$ cat src/rtl/score_lives_keeper.sv
// score_lives_keeper: turns coin/police hit levels into game state.
// It keeps a BCD coin score, the remaining lives, a post-crash
// invulnerability window and a game-over flag.
// Optional feature macro: BONUS_LIFE_EN. When it is defined, each
// tens-digit increment of the score grants one life, capped at 3.
module score_lives_keeper #(
   parameter int LIVES_INIT    = 3,
   parameter int INVULN_CYCLES = 50000000,
   parameter int CNT_W         = 26
) (
   input  logic       CLOCK_50,
   input  logic       reset,
   input  logic       EnterEn,
   input  logic       CoinEn,
   input  logic       PoliceEn,
   output logic [3:0] score_ones,
   output logic [3:0] score_tens,
   output logic [1:0] lives,
   output logic       playing,
   output logic       invuln,
   output logic       game_over,
   output logic       coin_pulse
);

   localparam logic [1:0] S_IDLE   = 2'd0;
   localparam logic [1:0] S_PLAY   = 2'd1;
   localparam logic [1:0] S_INVULN = 2'd2;
   localparam logic [1:0] S_OVER   = 2'd3;

   localparam logic [1:0]       LIVES_RST = 2'(LIVES_INIT);
   localparam logic [CNT_W-1:0] CNT_LAST  = CNT_W'(INVULN_CYCLES - 1);

   logic [1:0]       state_reg, state_next;
   logic [3:0]       ones_reg, ones_next;
   logic [3:0]       tens_reg, tens_next;
   logic [1:0]       lives_reg, lives_next;
   logic [CNT_W-1:0] cnt_reg, cnt_next;
   logic             coin_d_reg, police_d_reg;
   logic             coin_pulse_reg, coin_pulse_next;

   logic             coin_ev, police_ev;
   logic             active;
   logic             coin_cnt;
   logic             tens_inc;
   logic             bonus;
   logic [2:0]       lives_sum;

   // The rising edge is seen in the same cycle that the input goes high.
   assign coin_ev   = CoinEn & ~coin_d_reg;
   assign police_ev = PoliceEn & ~police_d_reg;
   assign active    = (state_reg == S_PLAY) || (state_reg == S_INVULN);
   assign coin_cnt  = active & coin_ev;
   // The tens digit advances only on a 9 carry below 99. A saturated
   // score therefore never earns a bonus.
   assign tens_inc  = coin_cnt && (ones_reg == 4'd9) && (tens_reg != 4'd9);

`ifdef BONUS_LIFE_EN
   assign bonus = tens_inc;
`else
   assign bonus = 1'b0;
`endif

   // Bonus and loss are summed before the cap. A hit in the same cycle as
   // a bonus therefore leaves the lives unchanged.
   assign lives_sum = {1'b0, lives_reg} + {2'b00, bonus}
                    - {2'b00, police_ev && (state_reg == S_PLAY)};

   // Registered copies of the hit levels, used for edge detection.
   always_ff @(posedge CLOCK_50 or posedge reset) begin
      if (reset) begin
         coin_d_reg   <= 1'b0;
         police_d_reg <= 1'b0;
      end else begin
         coin_d_reg   <= CoinEn;
         police_d_reg <= PoliceEn;
      end
   end

   // Next-state logic for the game state, score, lives and invuln counter.
   always_comb begin
      state_next      = state_reg;
      ones_next       = ones_reg;
      tens_next       = tens_reg;
      lives_next      = lives_reg;
      cnt_next        = cnt_reg;
      coin_pulse_next = coin_cnt;

      // BCD increment with saturation at 99. The pulse still fires at 99.
      if (coin_cnt) begin
         if (ones_reg != 4'd9) begin
            ones_next = ones_reg + 4'd1;
         end else if (tens_reg != 4'd9) begin
            ones_next = 4'd0;
            tens_next = tens_reg + 4'd1;
         end
      end

      case (state_reg)
         S_IDLE, S_OVER: begin
            if (EnterEn) begin
               state_next = S_PLAY;
               ones_next  = 4'd0;
               tens_next  = 4'd0;
               lives_next = LIVES_RST;
               cnt_next   = '0;
            end
         end
         S_PLAY: begin
            if (police_ev) begin
               cnt_next = '0;
               if (lives_sum == 3'd0) begin
                  state_next = S_OVER;
                  lives_next = 2'd0;
               end else begin
                  state_next = S_INVULN;
                  lives_next = (lives_sum > 3'd3) ? 2'd3 : lives_sum[1:0];
               end
            end else begin
               lives_next = (lives_sum > 3'd3) ? 2'd3 : lives_sum[1:0];
            end
         end
         default: begin // S_INVULN: police ignored, coins still count
            lives_next = (lives_sum > 3'd3) ? 2'd3 : lives_sum[1:0];
            if (cnt_reg == CNT_LAST) begin
               state_next = S_PLAY;
               cnt_next   = '0;
            end else begin
               cnt_next = cnt_reg + 1'b1;
            end
         end
      endcase
   end

   // Game state registers with asynchronous return to the IDLE values.
   always_ff @(posedge CLOCK_50 or posedge reset) begin
      if (reset) begin
         state_reg      <= S_IDLE;
         ones_reg       <= 4'd0;
         tens_reg       <= 4'd0;
         lives_reg      <= LIVES_RST;
         cnt_reg        <= '0;
         coin_pulse_reg <= 1'b0;
      end else begin
         state_reg      <= state_next;
         ones_reg       <= ones_next;
         tens_reg       <= tens_next;
         lives_reg      <= lives_next;
         cnt_reg        <= cnt_next;
         coin_pulse_reg <= coin_pulse_next;
      end
   end

   assign score_ones = ones_reg;
   assign score_tens = tens_reg;
   assign lives      = lives_reg;
   assign playing    = active;
   assign invuln     = (state_reg == S_INVULN);
   assign game_over  = (state_reg == S_OVER);
   assign coin_pulse = coin_pulse_reg;

endmodule
$ cat config.mk
export PLATFORM = sky130hd
export DESIGN_NAME = score_lives_keeper
export DESIGN_NICKNAME = d
export VERILOG_FILES = /design/src/rtl/score_lives_keeper.sv
export SDC_FILE = /design/constraint.sdc
export NUM_CORES = 1
export LEC_CHECK = 0
export ABC_AREA = 1
export CAP_MARGIN = 30
export CORE_MARGIN = 4
export CORE_UTILIZATION = 30
export CTS_CLUSTER_DIAMETER = 80
export DETAILED_ROUTE_END_ITERATION = 6
export MAX_ROUTING_LAYER = met4
export PLACE_DENSITY_LB_ADDON = 0.1
export SYNTH_ARGS = -nofsm -noshare
export SYNTH_HDL_FRONTEND = slang
export SYNTH_SLANG_ARGS = --single-unit
$ cat constraint.sdc
create_clock -name CLOCK_50 -period 5.9 [get_ports CLOCK_50]
set_clock_uncertainty 0.2 [all_clocks]
set_input_delay 1.18 -clock CLOCK_50 [delete_from_list [all_inputs] [get_ports CLOCK_50]]
set_output_delay 1.18 -clock CLOCK_50 [all_outputs]
set_load 0.01 [all_outputs]
Word-level counts from Yosys, hierarchy flattened. Cells that the tools add are included.

Bitwise gates (word level): 5. Add/subtract/negate cells: 4. Multiplexer cells: 24. Magnitude comparators: 1. Equal/unequal tests: 8. Reductions and logical operators: 8.

Operators by type and width (count): $mux W26 (3); $pmux W26 S2 (1); $mux W4 (10); $add A26 B1 Y26 const B (1); $eq A26 B26 Y1 const B (1); $mux W2 (7); $add A4 B1 Y4 const B (2); $ne A4 B4 Y1 const B (2); $pmux W2 S2 (2); $eq A2 B2 Y1 const B (2); $ne A2 B2 Y1 const B (2); $and A1 B1 Y1 (3); $gt A3 B2 Y1 const B (1); $logic_not A3 Y1 (1); $reduce_and A3 Y1 (1); $reduce_bool A3 Y1 (1); $sub A2 B1 Y3 (1); $eq A2 B1 Y1 const B (1); $logic_not A2 Y1 (1); $not A1 Y1 (2); $reduce_and A2 Y1 (1); $reduce_or A2 Y1 (1); $logic_and A1 B1 Y1 (1); $logic_or A1 B1 Y1 (1); $mux W1 (1).

Bits in registers: 41. Input port bits: 5. Logic and storage cells: 58.

Logic depth before layout (Yosys ltp). Gate-level depths: netlist of the first run.

Word-level depth: 9. Depth in mapped cells: 11.

Worst setup path before layout of the first run. Ideal clock, no wire load.

Path type: register to output. Start point: register state_reg[0]. End point: output playing. Cell stages (with the launch flop): 4. Data arrival time: 0.909 ns. Slack: 3.611 ns. Required time: 4.520 ns. Cell sequence: dfrtp_1 -> inv_1 -> ha_1 -> inv_1.

Word-level cells in the longest chain between the ends: 2. Elaborated cells between the ends (all ways): 3. Classes of those cells: eq/ne (2); reduce/logical (1).

RTL lines: from (decl) (line 33) `logic [1:0] state_reg, state_next;`; from (signal assigned) (line 144) `state_reg <= state_next;`; $eq A2 B1 Y1 or $eq A2 B2 Y1 (tied branches) (line 51) `assign active = (state_reg == S_PLAY) || (state_reg == S_INVULN);`; $logic_or A1 B1 Y1 (*) (line 51); to (decl) (line 19) `output logic playing,`.

Every way passes the cells marked *; elsewhere a longest branch is shown, timed or not.

Worst setup path in the final report of the first run.
Start point: register state_reg[0]. End point: output invuln.

Word-level cells in the longest chain between the ends: 1.

RTL lines: $eq A2 B2 Y1 (line 157) `assign invuln = (state_reg == S_INVULN);`; to (decl) (line 20) `output logic invuln,`.

No other way between the ends.

==> results.yml, run 1 <==
yosys:
  synth_top_family_by_area: "simple AND/OR/NAND/NOR gates"
  synth_edf_count: 0
  avgSynthCellArea_um2: 7.13
  synth_xor_xnor_area_share: 0.0302
  synth_cells: 366
  synth.mux.area_fraction: 0
  ys_top_cells_by_count: "103 x nand2_1, 64 x nor2_1, 49 x inv_1"
  ys_ff_latch: 41
  synth_compound_area_frac: 0.0695
  yosysWarnings: 0
  synth_fa_ha_area_frac: 0.0527
  synthTopCellsByArea: "dfrtp_1 37%, nand2_1 15%, nor2_1 9.2%"
  synth_top_cell_by_area: "dfrtp_1"
  yosys.area_share.simple: 0.366
  synth.most_common_cell: "nand2_1"
  ys.flop_type: "dfrtp_1"
  syn_area_um2: 2610
  ys_seq_area_frac: 0.394
  async_flop_share: 1.00
  syn_nets: 382
  synth_top_area_share: 0.374
  ys_types: 33
pwr:
  p_leak_nw: 1.40
  powerDensity_nw_per_um2: 343
  peakVddDrop_mv: 0.255
sta:
  finalHoldViolCount: 0
  rsz0062_at_grt: "false"
  fin_ws_ps: 2640
  relSlewSlack: 0.591
  setup_viol: 0
  fin_setup_tns_ps: 0
  min_period_over_period: 0.552
  max_freq_mhz: 307
  final_max_slew_viol_count: 0
  worst_pin_slew_ps: 612
  fin_crit_ps: 3260
drt:
  drt_first_pass_iters: 4
  routedWlPerCell_um: 12.3
  routed-via-count: 2253
  drt-total-wl_mm: 6.07
  vias_per_cell: 4.57
  drt_iter0_drc: 109
  ant_nets: 0
  drc: 0
clock_network:
  cts_buffer_depth: 2
  h-tree-depth: 2
  hold_buffers: 0
  clk-insertion-delay-late_ps: 300
  cts_tree: "yes"
  numCtsBuffers: 5
  cts_setup_buffers: 0
  cts-root-buf: "clkbuf_8"
  clk_pin_slew_worst_paths_ps: 90
  numClockSinks: 41
  ctsResizeCount: 0
finish:
  drive_above_1_share: 0.0722
  final_cell_count_no_fill: 493
  diodes: 0
  multi_input_area_um2: 1350
  fin_nets: 403
  fillers: 899
  largest_reg_flops: 26
  regArea_um2: 1030
  area_growth_pct: 15.1
  fin_util: 0.360
placement:
  place_hpwl_mm: 4.50
  pre_cts_ws_ps: 2710
  io_buffers: 18
  finalWeightedCongestion: 0.822
  place_inst: 485
grt:
  grt_pass1_vias: 2201
  grt.total_usage: 0.134
  grt_max_degree: 28
  antenna_found_initial: 0
  grt-ovfl-total: 0
  grt_pass1_wl_mm: 10.6
floorplanning:
  core_um2: 8340
  placementRows: 33
  die_area_um2: 10300
  die_w_um: 101
  die_y_um: 101
  io_pins: 19
  initial_utilization: 0.313
critical_path:
  path_class: "register to output pin"
  crit_path_end_kind: "output pin"
  cp_slowest_cell: "clkdlybuf4s50_1"
  crit_family: "buffers and inverters"
  cp_max_fo: 9
  required_ps: 4520
  worstPathCellList: "inv_1 -> ha_1 -> clkdlybuf4s50_1"
  critical-path-max-stage-delay_ps: 640
  critical_path_buf_inv_count: 2
  startpoint_type: "register"
  cp_data_arrival_time_ps: 1880
status:
  status: "completed"
run:
  cap_violations: 0
hold_path:
  hold_class: "register to register"
-- cells by family (layout without fill, tap and decap cells) --
| group | count (synthesis) | in the layout |
|---|---|---|
| adders and majority gates | 11 | 11 |
| buffers and inverters | 56 | 78 |
| xor gates and xnor gates | 9 | 9 |
| and+or+nand+nor | 223 | 223 |
| DFF | 41 | 41 |
| AOI/OAI and AO/OA | 26 | 26 |
-- area by class of cell --
| cell class | count | share of cell area |
|---|---|---|
| Multi-Input combinational cell | 269 | 0.451 |
| Sequential cell | 41 | 0.342 |
| Inverter | 51 | 0.0637 |
| Timing Repair Buffer | 19 | 0.0625 |
| Tap cell | 105 | 0.0437 |
| Clock buffer | 6 | 0.0242 |
| Clock inverter | 2 | 0.0129 |
-- cell usage in the layout (no fill, tap or decap), drive strengths merged, types with 7 or more instances in the layout --
cell type,instances
clkdlybuf4s50,18
a21oi,8
nand4,7
nor2,74
dfrtp,39
inv,50
ha,11
nand3,31
xor2,7
nand2,106
-- through the flow --
step,hold slack [ps],area [µm²],power [mW]
final,317,3000,1.03
after global routing,361,3000,1.11
after CTS,322,3000,1.05
after detailed placement,297,2890,0.809
after global placement,295,2890,0.807
after floorplan,275,2610,0.676
-- metal layers --
metal	global-route usage	vias up	part of all wire	wire, µm
met5	-	-	0	0
met4	0.0368	0	0.010	62
met3	0.0227	6	0.019	113
met2	0.209	24	0.45	2720
met1	0.179	1040	0.52	3170
li1	-	1183	-	-
-- worst paths after layout --
| path | start | endpoint | slack [ps] | cells after the start |
|---|---|---|---|---|
| max | state_reg[0]$_DFFE_PP0P_ | invuln | 2640 | 3 |
| min | cnt_reg[1]$_DFFE_PP0P_ | cnt_reg[1]$_DFFE_PP0P_ | 320 | 2 |
| max reg2reg | state_reg[0]$_DFFE_PP0P_ | cnt_reg[10]$_DFFE_PP0P_ | 3490 | 8 |
| min reg2reg | cnt_reg[1]$_DFFE_PP0P_ | cnt_reg[1]$_DFFE_PP0P_ | 320 | 2 |
| max in group asynchronous | reset | cnt_reg[20]$_DFFE_PP0P_ | 3830 | 3 |
| min in group asynchronous | reset | police_d_reg$_DFF_PP0_ | 950 | 2 |
-- tightest hold or removal path: cells and delay by family, from the launching register on --
kind	cells	cell delay [ps]
flops	1	380
simple gates	2	110
-- report_power, final --
| part | total [mW] | switching, mW | internal (mW) |
|---|---|---|---|
| combinational | 0.437 | 0.284 | 0.153 |
| sequential | 0.358 | 0.0353 | 0.322 |
| clock | 0.234 | 0.107 | 0.127 |
| total | 1.03 | 0.427 | 0.603 |
(Power assumes the default switching activity.)
==> run 2, diff against run 1 <==
clock period = 3.35 ns   (was 5.9 ns; I/O delays follow)
==> run 2 against run 1 <==
Compared with the run above:
- final cell count up 0.20%
- worst hold slack improved by 2.1 ps
- non-clock buffer count grew 1
- sequential share of layout area shrank 0.14 points
- sequential power up 76%
- critical path depth grew 1
- utilization increased by 0.15 points
- sequential cell count unchanged
- via count up 0.89%
- setup slack got worse by 2000 ps
- critical path type unchanged
- largest cell class unchanged
- largest power group unchanged
==> results.yml, run 2 (synthesized netlist as in run 1, its figures left out) <==
sta:
  timing.hold.ws_ps: 319
  relSlewSlack: 0.525
  fin_setup_tns_ps: 0
  fin_ws_ps: 619
  finalHoldViolCount: 0
  min_period_over_period: 0.815
  setup_viol: 0
  fin_crit_ps: 2730
  max_freq_mhz: 366
  worst_pin_slew_ps: 708
  final_max_slew_viol_count: 0
  rsz0062_at_grt: "false"
finish:
  fin_util: 0.362
  fin_nets: 404
  final_cell_mix: "103 x nand2_1, 64 x nor2_1, 48 x inv_1, 39 x dfrtp_1, 30 x nand3_1"
  drive_above_1_share: 0.0746
  mostFrequentLayoutCell: "nand2_1"
  final_cell_count_no_fill: 494
  largest_reg_flops: 26
  area_growth_pct: 15.6
  fin_area_um2: 3020
  diodes: 0
status:
  status: "completed"
critical_path:
  startpoint: "state_reg[0]$_DFFE_PP0P_"
  cp_data_arrival_time_ps: 1860
  crit_path_end_kind: "output pin"
  crit_family: "buffers and inverters"
  path_class: "register to output pin"
  startpoint_type: "register"
  rr_startpoint: "state_reg[0]$_DFFE_PP0P_"
  critical_path_buf_inv_count: 3
  worstPathCellList: "inv_1 -> ha_1 -> inv_1 -> clkdlybuf4s50_1"
  critical-path-max-stage-delay_ps: 570
  cpMostUsedCell: "inv_1"
  required_ps: 2480
  cp_max_fo: 4
  cp_slowest_cell: "clkdlybuf4s50_1"
clock_network:
  cts-root-buf: "clkbuf_8"
  cts_setup_buffers: 0
  clk_pin_slew_worst_paths_ps: 80
  h-tree-depth: 2
  numClockSinks: 41
  ctsResizeCount: 0
  numCtsBuffers: 5
  clk-insertion-delay-late_ps: 300
  cts_tree: "yes"
  cts_buffer_depth: 2
  hold_buffers: 0
pwr:
  power_mw: 1.82
  p_int_mw: 1.08
  power_frac_seq: 0.346
  peakVddDrop_mv: 0.382
  p_leak_nw: 1.41
  p_sw_mw: 0.736
  powerDensity_nw_per_um2: 603
  p_comb_frac: 0.418
  power.switching_fraction: 0.404
  p_clk_frac: 0.235
floorplanning:
  die_w_um: 101
  placementRows: 33
  initial_utilization: 0.313
  die_y_um: 101
  io_pins: 19
  die_area_um2: 10300
  core_um2: 8340
grt:
  use_met2: 0.212
  grt_pass1_wl_mm: 10.8
  grt.total_usage: 0.135
  grt-ovfl-total: 0
  grtUsageMet3: 0.0220
  grt_pass1_vias: 2213
  antenna_found_initial: 0
  grt-busiest-layer: "met2"
  grtUsageMet1: 0.184
  grt_max_degree: 28
placement:
  io_buffers: 18
  pre_cts_ws_ps: 670
  finalWeightedCongestion: 0.811
  place_hpwl_mm: 4.51
  dpl_cell_area_um2: 2900
  place_inst: 486
drt:
  drt-total-wl_mm: 6.09
  routedWlPerCell_um: 12.3
  ant_nets: 0
  drc: 0
  vias_per_cell: 4.60
  drt_first_pass_iters: 5
  drt_iter0_drc: 92
  routed-via-count: 2273
hold_path:
  hold_class: "register to register"
  hold_start: "cnt_reg[1]$_DFFE_PP0P_"
run:
  cap_violations: 0
run 2: cell types whose count changed in the layout (fill, tap and decap cells not counted), sizes merged:
cell,delta
clkbuf,+1
buf,+1
clkinv,-1
run 2: worst paths after layout:
kind | cells past startpoint | end | slack, ps
max in group asynchronous | 3 | cnt_reg[21]$_DFFE_PP0P_ | 1710
min in group asynchronous | 2 | cnt_reg[12]$_DFFE_PP0P_ | 500
hold / removal | 2 | cnt_reg[1]$_DFFE_PP0P_ | 320
hold reg to reg | 2 | cnt_reg[1]$_DFFE_PP0P_ | 320
setup / recovery | 4 | playing | 620
setup reg to reg | 8 | cnt_reg[5]$_DFFE_PP0P_ | 960
run 2: layer usage:
metal | routed length, µm | share of wire | up-vias
met2 | 2750 | 0.45 | 30
met1 | 3110 | 0.51 | 1051
li1 | - | - | 1186
met3 | 158 | 0.026 | 6
met5 | 0 | 0 | -
met4 | 72 | 0.012 | 0
run 2: power groups by stage:
stage | clock network (mW) | registers (mW) | logic (mW)
after detailed placement | 0 | 0.640 | 0.785
after global routing | 0.465 | 0.645 | 0.877
final | 0.428 | 0.630 | 0.761
after floorplan | 0 | 0.644 | 0.546
after global placement | 0 | 0.640 | 0.786
after CTS | 0.446 | 0.632 | 0.790
run 2: cell type report:
| type | instances | area, µm² |
|---|---|---|
| clock buffer | 7 | 86.3 |
| clock inverter | 1 | 30.0 |
| fill | 931 | 5320 |
| inverter | 51 | 191 |
| multi-input combinational | 269 | 1350 |
| sequential | 41 | 1030 |
| tap | 105 | 131 |
| timing repair buffer | 20 | 195 |
run 2: worst reg2reg max path: cells and delay by family (launching register included):
family / cells / cell delay, ps
DFF: 1 / 410
adders and majority gates: 1 / 350
buffers and inverters: 3 / 500
and+or+nand+nor: 2 / 210
xor gates and xnor gates: 1 / 180
AOI/OAI and AO/OA: 1 / 410
==> run 3, diff against run 2 <==
clock period = 2.5 ns   (was 3.35 ns; I/O delays follow)
==> run 3 against run 2 <==
Compared with the run above:
- die area unchanged
- clock power grew 29%
- worst hold slack worse by 51 ps
- global-route usage increased by 0.14 points
- combinational power increased by 55%
- sequential cell count did not move
- sequential power is 34% higher
- non-clock buffer count increased by 5
- total power grew 42%
- critical path depth down 1
- largest power group unchanged
==> results.yml, run 3 (synthesized netlist as in run 1, its figures left out) <==
finish:
  largest_reg_flops: 26
  fin_nets: 409
  fin_area_um2: 3080
  mostFrequentLayoutCell: "nand2_1"
  final_cell_mix: "103 x nand2_1, 64 x nor2_1, 47 x inv_1, 39 x dfrtp_1, 30 x nand3_1"
  area_growth_pct: 17.9
  diodes: 0
  drive_above_1_share: 0.0888
clock_network:
  h-tree-depth: 2
  clk_pin_slew_worst_paths_ps: 90
  cts-root-buf: "clkbuf_8"
  numClockSinks: 41
  numCtsBuffers: 5
  cts_buffer_depth: 2
  hold_buffers: 0
  cts_tree: "yes"
  clk-insertion-delay-late_ps: 300
critical_path:
  cp_num_cells: 3
  r2r_cells: 10
  worstPathCellList: "buf_4 -> ha_1 -> clkdlybuf4s50_1"
  cp_data_arrival_time_ps: 1500
  critical-path-max-stage-delay_ps: 470
  critPathCapture: "game_over"
  cp_slowest_cell: "clkdlybuf4s50_1"
  r2r-end: "cnt_reg[22]$_DFFE_PP0P_"
  cp_max_fo: 3
  required_ps: 1800
  startpoint_type: "register"
  rr_startpoint: "state_reg[0]$_DFFE_PP0P_"
  crit_family: "buffers and inverters"
  critical_path_buf_inv_count: 2
  r2r_setup_slack_ps: 480
  path_class: "register to output pin"
  startpoint: "state_reg[0]$_DFFE_PP0P_"
  crit_path_end_kind: "output pin"
run:
  cap_violations: 0
floorplanning:
  core_um2: 8340
  initial_utilization: 0.313
  die_w_um: 101
  die_y_um: 101
  die_area_um2: 10300
  io_pins: 19
  placementRows: 33
pwr:
  p_leak_nw: 1.45
  power_mw: 2.57
  peakVddDrop_mv: 0.499
  powerDensity_nw_per_um2: 837
sta:
  worst_pin_slew_ps: 493
  relSlewSlack: 0.670
  fin_setup_tns_ps: 0
  finalHoldViolCount: 0
  timing.hold.ws_ps: 268
  fin_crit_ps: 2200
  min_period_over_period: 0.881
  max_freq_mhz: 454
  setup_viol: 0
  rsz0062_at_grt: "false"
  final_max_slew_viol_count: 0
drt:
  vias_per_cell: 4.62
  routed-via-count: 2307
  drt_iter0_drc: 53
  ant_nets: 0
  drc: 0
  routedWlPerCell_um: 12.6
  drt_first_pass_iters: 4
  drt-total-wl_mm: 6.27
grt:
  grt.total_usage: 0.137
  grt_pass1_vias: 2348
  grt_max_degree: 31
  antenna_found_initial: 0
  grt-ovfl-total: 0
  grt_pass1_wl_mm: 10.9
status:
  status: "completed"
placement:
  place_hpwl_mm: 4.63
  io_buffers: 18
  dpl_cell_area_um2: 2960
  finalWeightedCongestion: 0.837
hold_path:
  hold_class: "input port to asynchronous set/reset pin"
==> run 3: how the worst min path moves through the flow <==
stage,startpoint,end,cells after the start
2_1_floorplan,cnt_reg[1]$_DFFE_PP0P_,cnt_reg[1]$_DFFE_PP0P_,2
3_3_place_gp,cnt_reg[1]$_DFFE_PP0P_,cnt_reg[1]$_DFFE_PP0P_,2
3_5_place_dp,cnt_reg[1]$_DFFE_PP0P_,cnt_reg[1]$_DFFE_PP0P_,2
4_1_cts,reset,police_d_reg$_DFF_PP0_,2
5_1_grt,reset,police_d_reg$_DFF_PP0_,2
6_report,reset,police_d_reg$_DFF_PP0_,2
==> run 3: metal layers <==
layer,wire length [µm],global-route usage,vias up
met3,193,0.0234,7
met2,3090,0.225,42
met4,37,0.0368,0
met1,2950,0.173,1067
met5,0,-,-
li1,-,-,1191
==> run 3: worst register-to-register path, delay by kind of cell (launching register included) <==
kind | cells | cell delay [ps]
flops | 1 | 400
buf+inv | 3 | 620
fa+ha+maj | 1 | 240
simple gates | 5 | 400
compound gates | 1 | 80
==> run 3: layout make-up <==
cell class / count / area, µm²
Clock inverter: 2 / 38.8
Clock buffer: 6 / 72.6
Multi-Input combinational cell: 269 / 1350
Timing Repair Buffer: 25 / 260
Sequential cell: 41 / 1030
Fill cell: 907 / 5260
Tap cell: 105 / 131
Inverter: 51 / 191
==> run 3: timing repair <==
item                                   in CTS  in global routing
resized for setup                           1                  1
endpoints found under the hold margin       0                  0
gates cloned                                0                  0
buffers inserted                            1                  0
setup endpoints to repair                   1                  1
==> run 3: power by group <==
group | total (mW) | switching [mW] | internal (mW)
sequential | 0.844 | 0.0827 | 0.761
combinational | 1.18 | 0.708 | 0.469
clock | 0.553 | 0.253 | 0.300
total | 2.57 | 1.04 | 1.53
==> run 3: through the flow <==
step	util	std cells	setup slack (ps)
6_report	0.369	499	298
5_1_grt	0.369	499	240
4_1_cts	0.369	499	8.78
3_5_place_dp	0.354	490	216
3_3_place_gp	0.354	490	245
2_1_floorplan	-	366	576
